### src/rtl/perf_pkg.sv
// perf_pkg: types and constants shared by the perf_sys schedulers.
//   state_t     : scheduler FSM states (IDLE/RUN/DELIVER/FLUSH)
//   TYPE_A/B/C  : generator lane-pattern encodings (2'b11 is never used)
//   nonce_t     : 8-bit nonce value
//   next_type() : lane-pattern rotation A -> B -> C -> A
package perf_pkg;

    typedef enum logic [1:0] {
        ST_IDLE    = 2'd0,
        ST_RUN     = 2'd1,
        ST_DELIVER = 2'd2,
        ST_FLUSH   = 2'd3
    } state_t;

    localparam logic [1:0] TYPE_A = 2'b00;
    localparam logic [1:0] TYPE_B = 2'b01;
    localparam logic [1:0] TYPE_C = 2'b10;

    typedef logic [7:0] nonce_t;

    // Anything outside the legal set falls back to TYPE_A so 2'b11 can
    // never be reached even from a corrupted register.
    function automatic logic [1:0] next_type(input logic [1:0] t);
        case (t)
            TYPE_A:  return TYPE_B;
            TYPE_B:  return TYPE_C;
            default: return TYPE_A;
        endcase
    endfunction

endpackage

### src/rtl/rr_arbiter.sv
// rr_arbiter: combinational round-robin picker.
//   req [NREQ]  : request vector
//   ptr [IW]    : highest-priority index this round
//   gnt [NREQ]  : one-hot grant (zero when no request)
//   idx [IW]    : index of the granted requester
//   any         : at least one request present
module rr_arbiter #(
    parameter int NREQ = 4,
    parameter int IW   = (NREQ > 1) ? $clog2(NREQ) : 1
) (
    input  logic [NREQ-1:0] req,
    input  logic [IW-1:0]   ptr,
    output logic [NREQ-1:0] gnt,
    output logic [IW-1:0]   idx,
    output logic            any
);

    // Scan NREQ positions starting at ptr, wrapping; first hit wins.
    always_comb begin
        int p;
        gnt = '0;
        idx = '0;
        any = 1'b0;
        p   = 0;
        for (int k = 0; k < NREQ; k++) begin
            p = int'(ptr) + k;
            if (p >= NREQ) p = p - NREQ;
            if (!any && req[p]) begin
                any    = 1'b1;
                gnt[p] = 1'b1;
                idx    = IW'(p);
            end
        end
    end

endmodule

### src/rtl/nonce_sched.sv
// nonce_sched: round-robin scheduler in front of the four-lane nonce
// generator. Grants one requester per batch, holds generator inputs for
// HOLD cycles, captures the four lanes and returns them with valid/ready.
//   clk, reset            : clock, synchronous active-high reset
//   req / gnt             : per-requester level request / one-cycle grant
//   abort                 : cancel the batch in RUN
//   cfg_stride            : lane stride, sampled at grant
//   gen_source0/1, gen_type, gen_fail : generator controls (registered)
//   gen_nonce0..3         : generator lane results
//   resp_valid/ready/id, resp_nonce0..3 : result handshake
module nonce_sched
    import perf_pkg::*;
#(
    parameter int     NREQ      = 4,
    parameter int     HOLD      = 4,
    parameter nonce_t BASE_INIT = 8'h00
) (
    input  logic                    clk,
    input  logic                    reset,
    input  logic [NREQ-1:0]         req,
    output logic [NREQ-1:0]         gnt,
    input  logic                    abort,
    input  logic [7:0]              cfg_stride,
    output logic [7:0]              gen_source0,
    output logic [7:0]              gen_source1,
    output logic [1:0]              gen_type,
    output logic                    gen_fail,
    input  logic [7:0]              gen_nonce0,
    input  logic [7:0]              gen_nonce1,
    input  logic [7:0]              gen_nonce2,
    input  logic [7:0]              gen_nonce3,
    output logic                    resp_valid,
    input  logic                    resp_ready,
    output logic [$clog2(NREQ)-1:0] resp_id,
    output logic [7:0]              resp_nonce0,
    output logic [7:0]              resp_nonce1,
    output logic [7:0]              resp_nonce2,
    output logic [7:0]              resp_nonce3
);

    localparam int IW = $clog2(NREQ);
    localparam int CW = $clog2(HOLD + 1);

    state_t            state_q, state_d;
    logic [CW-1:0]     cnt_q, cnt_d;
    nonce_t            base_q, base_d;
    nonce_t            stride_q, stride_d;
    logic [1:0]        type_q, type_d;
    logic [IW-1:0]     ptr_q, ptr_d;
    logic [IW-1:0]     id_q, id_d;
    logic [NREQ-1:0]   gnt_q, gnt_d;
    logic              vld_q, vld_d;
    logic              fail_q, fail_d;
    logic [3:0][7:0]   cap_q, cap_d;

    logic [NREQ-1:0]   arb_gnt;
    logic [IW-1:0]     arb_idx;
    logic              arb_any;

    rr_arbiter #(.NREQ(NREQ), .IW(IW)) u_arb (
        .req (req),
        .ptr (ptr_q),
        .gnt (arb_gnt),
        .idx (arb_idx),
        .any (arb_any)
    );

    always_comb begin
        state_d  = state_q;
        cnt_d    = cnt_q;
        base_d   = base_q;
        stride_d = stride_q;
        type_d   = type_q;
        ptr_d    = ptr_q;
        id_d     = id_q;
        gnt_d    = '0;
        vld_d    = vld_q;
        cap_d    = cap_q;
        case (state_q)
            ST_IDLE: begin
                if (arb_any) begin
                    gnt_d    = arb_gnt;
                    id_d     = arb_idx;
                    stride_d = cfg_stride;
                    cnt_d    = CW'(HOLD - 1);
                    ptr_d    = (arb_idx == IW'(NREQ - 1)) ? '0 : arb_idx + 1'b1;
                    state_d  = ST_RUN;
                end
            end
            ST_RUN: begin
                // abort takes priority over the final-cycle capture
                if (abort) begin
                    state_d = ST_FLUSH;
                end else if (cnt_q == '0) begin
                    cap_d   = {gen_nonce3, gen_nonce2, gen_nonce1, gen_nonce0};
                    vld_d   = 1'b1;
                    state_d = ST_DELIVER;
                end else begin
                    cnt_d = cnt_q - 1'b1;
                end
            end
            ST_DELIVER: begin
                if (resp_ready) begin
                    vld_d   = 1'b0;
                    base_d  = base_q + {stride_q[6:0], 1'b0};
                    type_d  = next_type(type_q);
                    state_d = ST_IDLE;
                end
            end
            ST_FLUSH: state_d = ST_IDLE;
            default:  state_d = ST_IDLE;
        endcase
        // Generator is held cleared whenever no batch is being computed or held.
        fail_d = !(state_d == ST_RUN || state_d == ST_DELIVER);
    end

    always_ff @(posedge clk) begin
        if (reset) begin
            state_q  <= ST_IDLE;
            cnt_q    <= '0;
            base_q   <= BASE_INIT;
            stride_q <= '0;
            type_q   <= TYPE_A;
            ptr_q    <= '0;
            id_q     <= '0;
            gnt_q    <= '0;
            vld_q    <= 1'b0;
            fail_q   <= 1'b1;
            cap_q    <= '0;
        end else begin
            state_q  <= state_d;
            cnt_q    <= cnt_d;
            base_q   <= base_d;
            stride_q <= stride_d;
            type_q   <= type_d;
            ptr_q    <= ptr_d;
            id_q     <= id_d;
            gnt_q    <= gnt_d;
            vld_q    <= vld_d;
            fail_q   <= fail_d;
            cap_q    <= cap_d;
        end
    end

    assign gnt         = gnt_q;
    assign gen_source0 = base_q;
    assign gen_source1 = stride_q;
    assign gen_type    = type_q;
    assign gen_fail    = fail_q;
    assign resp_valid  = vld_q;
    assign resp_id     = id_q;
    assign resp_nonce0 = cap_q[0];
    assign resp_nonce1 = cap_q[1];
    assign resp_nonce2 = cap_q[2];
    assign resp_nonce3 = cap_q[3];

endmodule

### config.mk
export PLATFORM = sky130hd
export DESIGN_NAME = nonce_sched
export DESIGN_NICKNAME = d
export VERILOG_FILES = /design/src/rtl/perf_pkg.sv /design/src/rtl/rr_arbiter.sv /design/src/rtl/nonce_sched.sv
export SDC_FILE = /design/constraint.sdc
export NUM_CORES = 1
export LEC_CHECK = 0
export CAP_MARGIN = 20
export CORE_UTILIZATION = 40
export CTS_BUF_LIST = sky130_fd_sc_hd__clkbuf_8
export DETAILED_ROUTE_END_ITERATION = 8
export GPL_ROUTABILITY_DRIVEN = 1
export PLACE_DENSITY = 0.7
export SLEW_MARGIN = 20
export SYNTH_ARGS = -nofsm -noshare
export SYNTH_HDL_FRONTEND = slang
export SYNTH_SLANG_ARGS = --single-unit
### constraint.sdc
create_clock -name clk -period 4.23 [get_ports clk]
set_input_delay 0.6345 -clock clk [delete_from_list [all_inputs] [get_ports clk]]
set_output_delay 0.6345 -clock clk [all_outputs]
set_load 0.05 [all_outputs]
# [After elaboration in Yosys (flattened, before gate mapping)]
# Index checks and enable logic that the tools add are counted.
[op_classes] addsub=10 order_cmp=12 n_eq_ne=12 mux=51 bitwise=6 reduce_logical=23
[ops] cell="32-bit by 1-bit >= comparator with 1-bit output, second input constant" n=4
[ops] cell="32-bit by 4-bit < comparator with 1-bit output, second input constant" n=4
[ops] cell="32-bit two-way mux" n=4
[ops] cell="32-bit by 4-bit >= comparator with 1-bit output, second input constant" n=3
[ops] cell="32-bit by 4-bit subtractor with 32-bit output, second input constant" n=3
[ops] cell="1-bit two-way mux" n=19
[ops] cell="2-bit two-way mux" n=9
[ops] cell="4-bit two-way mux" n=4
[ops] cell="4-bit OR" n=3
[ops] cell="2-bit != test, second input constant" n=5
[ops] cell="3-bit two-way mux" n=3
[ops] cell="8-bit adder" n=1
[ops] cell="1-bit binary-select mux with 2-bit select" n=4
[ops] cell="1-bit demux with 2-bit select" n=4
[ops] cell="2-bit equality test, second input constant" n=4
[ops] cell="2-bit case mux with 4 select lines" n=1
[ops] cell="4-bit AND reduction" n=2
[ops] cell="1-bit logical AND" n=7
[ops] cell="2-bit by 2-bit adder with 3-bit output, second input constant" n=2
[ops] cell="2-bit by 1-bit equality test with 1-bit output, second input constant" n=3
[ops] cell="3-bit case mux with 2 select lines" n=1
[ops] cell="1-bit logical NOT" n=4
[ops] cell="2-bit logical NOT" n=2
[ops] cell="2-bit case mux with 2 select lines" n=1
[ops] cell="other kinds (13)" n=17
[totals] reg_bits=65 output_inout_bits=58 wordCells=128

# [Depth between registers and ports, before layout]
[depth] word_depth=20 depth_mapped=9 mapped_depth_nobuf=8

# [Hierarchy]
# From an unflattened synthesis, not the netlist that was laid out.
[unflattened] hier_cells=363 hier_area_um2=3074.2
[by_module_without_submodules] mod="nonce_sched" instances=1 cells_per_inst=315 area_per_inst_um2=2613.8
[by_module_without_submodules] mod="rr_arbiter" instances=1 cells_per_inst=48 area_per_inst_um2=460.4

# [Worst setup path after synthesis]
# OpenSTA, ideal clock, no wires.
[synth_timing] path_kind="flip-flop to flip-flop" start="register base_q[1], in the netlist gen_source0[1]" end="register base_q[7], in the netlist gen_source0[7]" arrival_time_ps=2293 t_required_ps=4109 slack_ps=1816 path_stages_with_launch=9 n_path_buf=0 cell_sequence="dfxtp_1 ha_1 fa_1 a21o_1 a21oi_1 o21bai_1 a21oi_1 mux2i_1 mux2_2"
[synth_via] elab_chain_cells=1
[synth_rtl] item="from (decl)" line_no="nonce_sched.sv:46" source="nonce_t base_q, base_d;"
[synth_rtl] item="from (signal assigned)" line_no="nonce_sched.sv:133" source="base_q <= base_d;"
[synth_rtl] item="8-bit adder" line_no="nonce_sched.sv:105" source="base_d = base_q + {stride_q[6:0], 1'b0};"
# No other way between the ends.
# A chain may end at the register's enable or synchronous reset.

==> results.json <==
{
  "grt_antenna_before_repair": 0,
  "grt-ovfl-total": 0,
  "max_stage_delay_ns": 0.70,
  "die_y_um": 88.9,
  "dr.pass1.iters": 4,
  "cts_buffers": 9,
  "regToRegSetupSlack_ns": 1.25,
  "synth_compound_area_frac": 0.190,
  "ir_worst_vdd_mv": 0.241,
  "post_cts_resized": 0,
  "end_kind": "register",
  "worst-r2r-cell-count": 6,
  "worst_hold_path_type": "reg -> reg",
  "drt_iter0_drc": 71,
  "grt_max_degree": 44,
  "cts_tree": "yes",
  "ys_ff_latch": 64,
  "crit_slowest_cell": "dfxtp_1",
  "synth_top_family_by_area": "simple AND/OR/NAND/NOR gates",
  "async_flop_share": 0,
  "cp.arrival_ns": 3.19,
  "avgSynthCellArea_um2": 8.56,
  "cp_max_fo": 15,
  "coreArea_um2": 7290,
  "clockRootBuffer": "clkbuf_8",
  "antenna_cells": 0,
  "cp.required_ns": 4.44,
  "synth_mux_area_frac": 0.0480,
  "crit_type": "reg -> reg",
  "dieArea_um2": 7910,
  "grt_pass1_vias": 2383,
  "max_freq_mhz": 336,
  "reg2reg_to": "gnt[2]$_SDFF_PP0_",
  "synth_ff_type": "dfxtp_1",
  "pre_cts_slack_ns": 1.25,
  "synth_seq_area_share": 0.424,
  "num_vias": 2699,
  "p_leak_uw": 0.00158,
  "floorplan.initialDensity": 0.415,
  "synth.area.top_cells": "dfxtp_1 42%, nand2_1 11%, a21oi_1 7.8%",
  "area_delta_synth_final_pct": 42.1,
  "die_w_um": 88.9,
  "finalSetupViolCount": 0,
  "syn_area_um2": 3020,
  "grt_first_pass_wirelength_um": 10900,
  "design_area_um2": 4290,
  "cts_buffer_depth": 2,
  "syn_inst": 353,
  "cts.sinks": 64,
  "maxSlewViolCount": 0,
  "viasPerCell": 4.85,
  "totalWireLength_um": 7320,
  "critPathTopFamily": "flip-flops",
  "cts.htree.levels": 3,
  "holdBufCountCts": 0,
  "worstMarginPinSlew_ns": 0.727,
  "fillers": 683,
  "yosys_warnings": 0,
  "power.density_nw_per_um2": 551,
  "status": "complete, no violations",
  "finalCritPeriodShare": 0.703,
  "ant_nets": 0,
  "synthAdderAreaFrac": 0.0728,
  "synthSimpleGateAreaFrac": 0.199,
  "hold_viol": 0,
  "fin_nets": 517,
  "crit_buf_inv": 1,
  "yosysTopAreaCellShare": 0.424,
  "maxCapViolCount": 0,
  "worst_slack_ns": 1.25,
  "post_cts_buffers": 0,
  "wl_per_cell_um": 13.2,
  "syn_nets": 418,
  "yosys.cell_types.count": 47,
  "grtUsageTotal": 0.180,
  "final.min_clock_period_ns": 2.98,
  "finalSetupTns_ns": 0,
  "relSlewSlack": 0.513,
  "rsz0062_at_grt": "false",
  "drive_gt1_frac": 0.116,
  "skew_ns": 0.0103,
  "crit_path_start_kind": "register",
  "drc": 0,
  "synth.largest_area_cell": "dfxtp_1",
  "synth-edff-count": 0,
  "cp.depth": 6,
  "routabilityCongestion": 0.759,
  "synth_xor_xnor_area_share": 0.0174,
  "cts.reportedPaths.clkPinSlew_ns": 0.07,
  "path_cells": "inv_1 > ha_1 > mux4_1 > o41a_1 > or2b_1 > nor2_1",
  "rows": 31,
  "dpl_cell_area_um2": 4100,
  "hpwl_um": 5250,
  "crit_end": "gnt[2]$_SDFF_PP0_",
  "clock_latency_ns": 0.34,
  "ios": 106,
  "io_buffers": 104
}
synthesized netlist by cell type, types with 3 or more instances:
cell,number
o21ai_0,7
mux2i_1,4
a211oi_1,3
mux4_2,3
inv_1,8
a21oi_2,9
a22oi_1,5
clkbuf_1,13
ha_1,16
nand2_1,89
nand2b_1,3
a21oi_1,47
dfxtp_1,64
nor2_1,23
nor2b_1,4
a221oi_1,4
nand2_2,8
nor3_1,3
xnor2_1,4
buf_6,3
cell usage in the layout (no fill, tap or decap), types with 3 or more instances in the layout:
master           Yosys  final
a211oi_1             3      3
mux2i_1              4      4
ha_1                16     16
nand2b_1             3      3
buf_4                1      3
nor3_1               3      3
dfxtp_1             64     64
nand2_2              8      9
mux4_2               3      3
inv_1                8      8
clkdlybuf4s50_1      0    103
a221oi_1             4      4
a21oi_2              9      9
nand2_1             89     88
o21ai_0              7      7
a22oi_1              5      5
xnor2_1              4      4
nor2b_1              4      4
nor2_1              23     22
a21oi_1             47     47
clkbuf_8             1      9
how the worst min path moves through the flow:
stage	startpoint	to	cells after the start
after floorplan	cnt_q[0]$_SDFFE_PP0P_	cnt_q[0]$_SDFFE_PP0P_	1
after global placement	resp_nonce2[0]$_SDFFE_PP0P_	resp_nonce2[0]$_SDFFE_PP0P_	2
after detailed placement	resp_nonce1[0]$_SDFFE_PP0P_	resp_nonce1[0]$_SDFFE_PP0P_	2
after CTS	resp_nonce1[7]$_SDFFE_PP0P_	resp_nonce1[7]$_SDFFE_PP0P_	2
after global routing	resp_nonce3[0]$_SDFFE_PP0P_	resp_nonce3[0]$_SDFFE_PP0P_	2
final	resp_nonce1[7]$_SDFFE_PP0P_	resp_nonce1[7]$_SDFFE_PP0P_	2
per-layer routing:
metal	wire length, um	vias up	global-route usage
li1	-	1394	-
met1	3300	1229	0.226
met2	3610	67	0.299
met3	327	9	0.0554
met4	89	0	0.0548
met5	0	-	0
logic make-up (layout without fill, tap and decap cells):
| logic type | Yosys count | after routing |
|---|---|---|
| AND/OR/NAND/NOR | 140 | 140 |
| AO/OA/AOI/OAI | 89 | 89 |
| flip-flops | 64 | 64 |
| buffers and inverters | 27 | 131 |
| adder cells (fa/ha/maj) | 17 | 17 |
| multiplexers | 9 | 9 |
| XOR/XNOR | 6 | 6 |
| other | 1 | 1 |
power by group:
part	switching (uW)	total, uW	internal [uW]
sequential	86.5	784	697
combinational	666	1070	402
clock	243	515	272
flip-flops by register name (all words and copies together) (netlist names), named ones only:
register / cells
cnt_q: 3
state_q: 2
gen_source0: 7
resp_id: 2
ptr_q: 1
resp_valid: 1
gen_source1: 8
resp_nonce2: 8
resp_nonce1: 8
gen_fail: 1
resp_nonce3: 8
gnt: 4
resp_nonce0: 8
gen_type: 2
worst register-to-register path, cell delays in order (launching register included):
cell and delay (ns):
dfxtp_1 0.70, inv_1 0.24, ha_1 0.47, mux4_1 0.48, o41a_1 0.61, or2b_1 0.30
nor2_1 0.06
through the flow:
| step | hold slack, ns | util | total power [uW] | std cells |
|---|---|---|---|---|
| finish | 0.453 | 0.589 | 2370 | 556 |
| CTS | 0.456 | 0.589 | 2390 | 556 |
| global route | 0.476 | 0.589 | 2510 | 556 |
| detailed placement | 0.447 | 0.562 | 1870 | 540 |
| global placement | 0.441 | 0.562 | 1840 | 540 |
| floorplan | 0.437 | - | 1580 | 353 |
cell type report:
cell class | count | area, um2 | share of cell area
Clock buffer | 9 | 124 | 0.0288
Timing Repair Buffer | 107 | 1060 | 0.247
Multi-Input combinational cell | 262 | 1600 | 0.374
Sequential cell | 64 | 1280 | 0.298
Clock inverter | 7 | 72.6 | 0.0169
Tap cell | 99 | 124 | 0.0288
Inverter | 8 | 30.0 | 0.00699
(Power assumes the default switching activity.)
==> RTL edit, RTL diff (config.mk and constraints unchanged) <==
`NREQ` is set to 4 in 2 places; all go to 2.
--- a/src/rtl/rr_arbiter.sv
+++ b/src/rtl/rr_arbiter.sv
@@ -5,7 +5,7 @@
 //   idx [IW]    : index of the granted requester
 //   any         : at least one request present
 module rr_arbiter #(
-    parameter int NREQ = 4,
+    parameter int NREQ = 2,
     parameter int IW   = (NREQ > 1) ? $clog2(NREQ) : 1
 ) (
     input  logic [NREQ-1:0] req,
--- a/src/rtl/nonce_sched.sv
+++ b/src/rtl/nonce_sched.sv
@@ -11,7 +11,7 @@
 module nonce_sched
     import perf_pkg::*;
 #(
-    parameter int     NREQ      = 4,
+    parameter int     NREQ      = 2,
     parameter int     HOLD      = 4,
     parameter nonce_t BASE_INIT = 8'h00
 ) (
Ports: changed (resized gnt, req and resp_id); port bits go from 106 to 101. The function was not compared with the original's and may differ.
==> RTL edit against the unedited design <==
  * Design area is 13% lower
  * Routed wire length decreased by 16%
  * Area after synthesis down 18%
  * Synthesized cell count decreased by 14%
  * Clock skew is 1.1 ps lower
  * Fmax grew 32%
  * Register-to-register slack better by 760 ps
  * Worst setup slack improved by 730 ps
  * Sequential cell count shrank 4
Power is not compared: it rests on default switching activity, and its combinational part moved more than twofold at a synthesized area within 25%.
==> RTL edit: results (changes against the unedited design) <==
status: "finished clean"
gp_congestion: 0.773  # +1.9%
crit_path_top_delay_cell: "or4b_1"
synth_area_leaders: "dfxtp_1 (48%), nand2_1 (14%), a21oi_1 (11%)"
whs_ps: 456  # +2.45 ps
drtIter0Drc: 66  # -7.0%
grt_pass1_wl_um: 9820  # -10%
grt_max_degree: 59  # +34%
slew_headroom_pct: 54.6  # +3.2 points
viasPerCell: 4.96  # +2.2%
yosys-top-cells-count: "nand2_1 (90), dfxtp_1 (60), a21oi_1 (53), clkbuf_1 (12)"
skew_ps: 9.21  # -1.11 ps
placed_cells: 463  # -14%
dpl_cell_area_sq_mm: 0.00353  # -14%
path_max_fanout: 14  # -1
drt_wl_total_um: 6170  # -16%
leakage_uw: 0.00138
grt_antenna_before_repair: 0  # unchanged
yosysSeqAreaShare_pct: 48.3  # +6.0 points
drt_pass1_iterations: 4  # unchanged
portBuffers: 99  # -4.8%
async_reset_ff_share_pct: 0  # unchanged
dp_slack_ps: 1560  # +305 ps
ys_types: 46  # -2.1%
grtUsageTotal_pct: 20.0  # +2.0 points
critPathMaxStageDelay_ps: 560  # -140 ps
synth_nets: 358  # -14%
dp_hpwl_um: 4200  # -20%
grt_pass1_vias: 2105  # -12%
synthCells: 303  # -14%
vias: 2372  # -12%
layout-drive-gt1-share_pct: 5.96  # -5.6 points
==> RTL edit: cell families after synthesis <==
logic type,count (synthesis),share of synthesized area (%)
AND/OR/NAND/NOR,133,24.8
XOR/XNOR,1,0.353
buffers and inverters,24,3.78
other,1,0.151
flip-flops,60,48.3
AO/OA/AOI/OAI,74,17.3
multiplexers,1,0.453
adder cells (fa/ha/maj),9,4.83
==> RTL edit: area by class of cell <==
type,count,area [sq um]
Clock buffer,10,138
Tap cell,75,93.8
Sequential cell,60,1200
Clock inverter,5,52.6
Fill cell,548,2230
Timing Repair Buffer,101,1010
Inverter,8,30.0
Multi-Input combinational cell,219,1200
==> RTL edit: report_power, final <==
part / switching [uW] / total [uW] / internal [uW]
combinational: 222 / 358 / 135
sequential: 26.3 / 630 / 604
clock: 223 / 504 / 282
total: 471 / 1490 / 1020
==> RTL edit: critical path, delay by kind of cell <==
kind	cells	cell delay [ps]
AO/OA/AOI/OAI	1	170
multiplexers	1	330
buffers and inverters	1	510
AND/OR/NAND/NOR	2	820
==> RTL edit: final timing paths <==
path / depth (start not counted) / startpoint / slack (ps) / end
setup / recovery: 5 / resp_ready / 1980 / gen_source0[7]$_SDFFE_PP0P_
hold / removal: 2 / resp_nonce2[1]$_SDFFE_PP0P_ / 460 / resp_nonce2[1]$_SDFFE_PP0P_
setup reg to reg: 7 / gen_source1[0]$_SDFFE_PP0N_ / 2010 / gen_source0[7]$_SDFFE_PP0P_
hold reg to reg: 2 / resp_nonce2[1]$_SDFFE_PP0P_ / 460 / resp_nonce2[1]$_SDFFE_PP0P_
==> RTL edit: layer usage <==
layer	track usage, %	share of wire (%)	wire length, um	vias to the layer above
met3	6.40	7.1	436	12
met1	25.3	47	2870	1069
met5	0	0	0	-
li1	-	-	-	1211
met2	30.7	45	2750	80
met4	9.64	1.8	112	0
